<file path="src/rtl/bcd_display_scanner.sv">
// bcd_display_scanner
//
// Time-multiplexed scan controller for an N-digit common-anode seven-segment
// display. A packed BCD word is latched and presented one digit at a time on
// bcd_out (feeding the BCD-to-seven-segment decoder) together with the matching
// active-low digit select. Each digit slot begins with a dead-time gap (all
// digits off) to prevent ghosting. Values loaded while scanning are held in a
// shadow register and applied only at a frame boundary, so a frame never tears.
//
// Optional build macro: LEADING_ZERO_BLANK_EN
//   When defined, leading zeros (digit i > 0 whose nibble and every more
//   significant nibble are zero) are replaced by 4'hF (blank). Digit 0 is never
//   suppressed. When undefined, every nibble is output as stored.
//
// Ports:
//   clk          in   system clock, rising edge
//   rst          in   asynchronous active-high reset
//   enable       in   scan enable; low forces the display off
//   load         in   one-cycle strobe, capture bcd_in
//   bcd_in       in   [4*DIGITS] packed BCD, digit 0 in bits [3:0]
//   bcd_out      out  [4] BCD digit to decoder, 4'hF = blank
//   digit_sel_n  out  [DIGITS] active-low digit enables, bit i = digit i
//   frame_done   out  one-cycle pulse after the last cycle of each frame
//
// All outputs are registered; they are computed from the next-state values so
// that they line up with the state they describe.

module bcd_display_scanner #(
    parameter int DIGITS          = 4,
    parameter int TICKS_PER_DIGIT = 50000,
    parameter int BLANK_TICKS     = 16
) (
    input  logic                  clk,
    input  logic                  rst,
    input  logic                  enable,
    input  logic                  load,
    input  logic [4*DIGITS-1:0]   bcd_in,
    output logic [3:0]            bcd_out,
    output logic [DIGITS-1:0]     digit_sel_n,
    output logic                  frame_done
);

    localparam int TW = $clog2(TICKS_PER_DIGIT);
    localparam int IW = $clog2(DIGITS);

    localparam logic [1:0] IDLE  = 2'd0;
    localparam logic [1:0] BLANK = 2'd1;
    localparam logic [1:0] SHOW  = 2'd2;

    localparam logic [TW-1:0]       TICK_LAST  = TW'(TICKS_PER_DIGIT - 1);
    localparam logic [TW-1:0]       BLANK_LAST = TW'(BLANK_TICKS - 1);
    localparam logic [IW-1:0]       IDX_LAST   = IW'(DIGITS - 1);
    localparam logic [4*DIGITS-1:0] ALL_BLANK  = '1;

    logic [1:0]           state,   state_d;
    logic [IW-1:0]        idx,     idx_d;
    logic [TW-1:0]        tick,    tick_d;
    logic [4*DIGITS-1:0]  active,  active_d;
    logic [4*DIGITS-1:0]  shadow,  shadow_d;
    logic                 pending, pending_d;
    logic                 slot_end;
    logic                 frame_end;
    logic [3:0]           bcd_d;
    logic [DIGITS-1:0]    sel_d;

    // Nibble to present for digit i of a word, with optional leading-zero
    // suppression applied.
    function automatic logic [3:0] digit_value(input logic [4*DIGITS-1:0] word,
                                               input logic [IW-1:0]       i);
        logic [3:0] nib;
        logic       upper_zero;
        nib        = word[4*int'(i) +: 4];
        upper_zero = 1'b1;
`ifdef LEADING_ZERO_BLANK_EN
        for (int k = 0; k < DIGITS; k++) begin
            if (k >= int'(i) && word[4*k +: 4] != 4'h0) begin
                upper_zero = 1'b0;
            end
        end
        if (i != '0 && upper_zero) begin
            nib = 4'hF;
        end
`else
        upper_zero = 1'b0;
        if (upper_zero) begin
            nib = 4'hF;
        end
`endif
        return nib;
    endfunction

    assign slot_end  = (state == SHOW) && (tick == TICK_LAST);
    assign frame_end = slot_end && (idx == IDX_LAST);

    // Next-state: scan sequencing and the active/shadow hand-over.
    always_comb begin
        state_d   = state;
        idx_d     = idx;
        tick_d    = tick;
        active_d  = active;
        shadow_d  = shadow;
        pending_d = pending;
        case (state)
            IDLE: begin
                // Nothing is on screen, so a load can go straight to active.
                if (load) begin
                    active_d = bcd_in;
                end
                if (enable) begin
                    state_d = BLANK;
                    idx_d   = '0;
                    tick_d  = '0;
                end
            end
            default: begin
                if (!enable) begin
                    // Leaving the scan: flush any waiting value into active.
                    state_d   = IDLE;
                    idx_d     = '0;
                    tick_d    = '0;
                    if (load) begin
                        active_d = bcd_in;
                    end else if (pending) begin
                        active_d = shadow;
                    end
                    pending_d = 1'b0;
                end else begin
                    if (frame_end) begin
                        // A load on the transfer cycle wins over the shadow.
                        if (load) begin
                            active_d = bcd_in;
                        end else if (pending) begin
                            active_d = shadow;
                        end
                        pending_d = 1'b0;
                    end else if (load) begin
                        shadow_d  = bcd_in;
                        pending_d = 1'b1;
                    end
                    // Tick runs 0..TICKS_PER_DIGIT-1 across one slot; the
                    // first BLANK_TICKS counts are the dead-time gap.
                    if (slot_end) begin
                        tick_d  = '0;
                        state_d = BLANK;
                        idx_d   = (idx == IDX_LAST) ? '0 : idx + 1'b1;
                    end else begin
                        tick_d = tick + 1'b1;
                        if (state == BLANK && tick == BLANK_LAST) begin
                            state_d = SHOW;
                        end
                    end
                end
            end
        endcase
    end

    // Output decode from next-state, registered below.
    always_comb begin
        bcd_d = 4'hF;
        sel_d = '1;
        if (state_d != IDLE) begin
            bcd_d = digit_value(active_d, idx_d);
        end
        if (state_d == SHOW) begin
            sel_d[idx_d] = 1'b0;
        end
    end

    always_ff @(posedge clk or posedge rst) begin
        if (rst) begin
            state       <= IDLE;
            idx         <= '0;
            tick        <= '0;
            active      <= ALL_BLANK;
            shadow      <= ALL_BLANK;
            pending     <= 1'b0;
            bcd_out     <= 4'hF;
            digit_sel_n <= '1;
            frame_done  <= 1'b0;
        end else begin
            state       <= state_d;
            idx         <= idx_d;
            tick        <= tick_d;
            active      <= active_d;
            shadow      <= shadow_d;
            pending     <= pending_d;
            bcd_out     <= bcd_d;
            digit_sel_n <= sel_d;
            frame_done  <= frame_end;
        end
    end

endmodule

</file>
<file path="config.mk">
export PLATFORM = sky130hd
export DESIGN_NAME = bcd_display_scanner
export DESIGN_NICKNAME = d
export VERILOG_FILES = /design/src/rtl/bcd_display_scanner.sv
export SDC_FILE = /design/constraint.sdc
export NUM_CORES = 1
export LEC_CHECK = 0
export ABC_AREA = 1
export ABC_CLOCK_PERIOD_IN_PS = 2150
export CAP_MARGIN = 20
export CORE_MARGIN = 2
export CORE_UTILIZATION = 53
export DETAILED_ROUTE_END_ITERATION = 10
export PLACE_DENSITY_LB_ADDON = 0.1
export SLEW_MARGIN = 5
export SYNTH_ARGS = -nofsm -noshare
export SYNTH_HDL_FRONTEND = slang
export SYNTH_SLANG_ARGS = --single-unit
</file>
<file path="constraint.sdc">
create_clock -name clk -period 2.15 [get_ports clk]
set_clock_uncertainty 0.2 [all_clocks]
set_input_delay 0.3225 -clock clk [delete_from_list [all_inputs] [get_ports clk]]
set_output_delay 0.3225 -clock clk [all_outputs]
set_load 0.005 [all_outputs]
</file>
==> flow_summary.yaml <==
power:
  pwr-share-clk: 0.311
  p_leak_nw: 2.09
  netSwitchingFraction: 0.280
  ir_worst_vdd_mv: 0.390
  p_seq_frac: 0.495
  p_switching_mw: 0.818
  powerDensity_nw_per_um2: 647
  p_int_mw: 2.11
  combPwrFrac: 0.195
synthesis:
  async_flop_share: 1.00
  synth_top_area_share: 0.288
  syn_avg_cell_area_um2: 7.96
  syn_inst: 459
  yosysUniqueCellTypes: 43
  synthFlopType: "dfstp_2"
  ys_top_cells_by_area: "dfstp_2, dfrtp_1, nand2_1"
  syn_area_um2: 3650
  ys_warn_count: 0
  ys_seq_area_frac: 0.438
  synth-edff-count: 0
  syn_nets: 481
  synth_top_area_cell: "dfstp_2"
  synth_seq_cells: 62
sta:
  setup_violations: 0
  finalCritPeriodShare: 0.948
  hold_ws_ns: 0.129
  setup_tns_ns: 0
  slew_headroom: 0.682
  slew_violations: 0
  fin_crit_ns: 2.04
  clock.fmax_mhz: 491
  hold_viol: 0
  worstMarginPinSlew_ns: 0.476
clocking:
  cts_buffer_depth: 2
  clock_sinks: 62
  cts_buffers: 9
  tritoncts: "done"
  htreeDepth: 3
  clk_pin_slew_worst_paths_ns: 0.07
  clkLatencyLatePin_ns: 0.33
  root_buffer: "clkbuf_8"
drt:
  drc: 0
  ant_nets: 0
  avgViaCountPerCell: 5.37
  vias: 3203
  post_drt_wl_per_cell_um: 14.3
  drt_pass1_iterations: 4
  wirelength_um: 8510
  dr.first_iter.drc_count: 273
critical_path:
  crit_path_end_kind: "flip-flop"
  critPathBufInv: 2
  critPathMaxStageDelay_ns: 0.44
  crit_required_ns: 2.20
  timing.critical_path.mode_cell: "nor2_4"
  crit_family: "simple AND/OR/NAND/NOR gates"
  path_class: "reg2reg"
  setup.worst_path.start: "tick[13]"
  cp.arrival_ns: 2.09
  worstReg2RegStart: "tick[13]"
  path_cells: "nor2_4 > nand2_2 > nor2_4 > nand4_4 > nand2_4 > inv_2 > nand2_1 > buf_4 > mux2_1"
  cp_slowest_cell: "dfrtp_2"
  crit_fanout: 6
  start_kind: "flip-flop"
floorplanning:
  rows: 30
  die_area_um2: 7580
  die_y_um: 87.0
  initial_utilization: 0.544
  ios: 29
  core_um2: 6720
  die_x_um: 87.0
global_route:
  grt_use_total: 0.237
  overflow: 0
  antenna_found_initial: 0
  grt_first_pass_wirelength_um: 14100
  grt_max_degree: 27
  first_global_vias: 3077
finish:
  stdcell_area_um2: 4520
  syn2layout_area_growth_pct: 23.7
  layout-drive-gt1-share: 0.282
  final_cell_mix: "nand2_1, inv_1, dfstp_2, nand3_1, clkdlybuf4s50_1"
  diodes: 0
  nets: 534
  final_common_cell: "nand2_1"
place:
  dp_hpwl_um: 6220
  place_congestion: 0.845
  portBuffers: 28
  dpl_cell_area_um2: 4180
min_path:
  hp-class: "in2async"
flow_run:
  drv_cap: 0
run_status:
  outcome: "finished clean"
## metrics by stage
step	setup slack, ns	util	power, mW	instances
floorplan	0.152	-	1.81	459
global placement	-0.0619	0.622	1.99	574
detailed placement	-0.0593	0.622	2.01	574
CTS	0.0169	0.648	2.92	590
global route	-0.0136	0.673	3.07	597
finish	0.112	0.673	2.93	597
## per-layer routing
layer,GRT usage,wire length [µm],share of wire
met2,0.372,4040,0.47
met1,0.331,3860,0.45
met4,0.0824,195,0.023
met3,0.0436,420,0.049
met5,0,0,0
## area by class of cell
cell class,instances,area [µm²]
fillers,548,2200
clock inverters,1,5.00
well taps,80,100
multi-input cells,313,1820
clock buffers,15,166
repair buffers,60,582
flip-flops and latches,62,1600
inverters,66,248
## kinds of logic (layout without fill, tap and decap cells)
| family | after synthesis | after routing | share of synthesized area |
|---|---|---|---|
| buffers and inverters | 84 | 142 | 0.0931 |
| and+or+nand+nor | 226 | 226 | 0.296 |
| muxes | 12 | 12 | 0.0370 |
| AOI/OAI and AO/OA | 64 | 64 | 0.107 |
| DFF | 62 | 62 | 0.438 |
| xor gates and xnor gates | 9 | 9 | 0.0216 |
| adders and majority gates | 2 | 2 | 0.00685 |
## cells in the mapped netlist, types with 3 or more instances
master	count
nand3_1	39
nand2_2	9
nand3_2	4
nor2_4	5
inv_1	59
mux2_1	10
o21ai_0	24
o211ai_1	11
nand4_1	4
buf_2	7
dfstp_2	40
nor2_2	6
o21a_1	3
o22ai_1	10
inv_2	5
nand2_1	124
xor2_1	8
clkbuf_1	7
dfrtp_1	22
a21oi_1	9
nor2_1	25
## sequential cells by signal, indices dropped and copies added (netlist names)
name	count
active	16
bcd_out	4
digit_sel_n	4
frame_done	1
idx	2
pending	1
shadow	16
state	2
tick	16
## power by group through the flow
stage,combinational (mW),sequential [mW],clock [mW]
3_5_place_dp,0.548,1.46,0
5_1_grt,0.641,1.46,0.971
3_3_place_gp,0.532,1.46,0
4_1_cts,0.551,1.45,0.927
6_report,0.569,1.45,0.909
2_1_floorplan,0.366,1.44,0
## worst register-to-register path: cells and delay by family (launching register included)
family,cells,cell delay [ns]
buffers and inverters,2,0.21
DFF,1,0.44
and+or+nand+nor,6,0.78
muxes,1,0.33
## worst paths after layout
check | endpoint | slack [ns] | cells after the start
setup / recovery | shadow[12] | 0.11 | 9
hold / removal | pending | 0.13 | 2
setup reg to reg | shadow[12] | 0.11 | 9
hold reg to reg | active[15] | 0.28 | 2
max in group asynchronous | bcd_out[1] | 1.05 | 3
min in group clk | active[15] | 0.28 | 2
## timing repair
action,in CTS,in global routing
setup endpoints to repair,0,21
resized for setup,0,33
buffers inserted,0,7
hold buffers,0,0
Power figures use the tool's default switching activity.
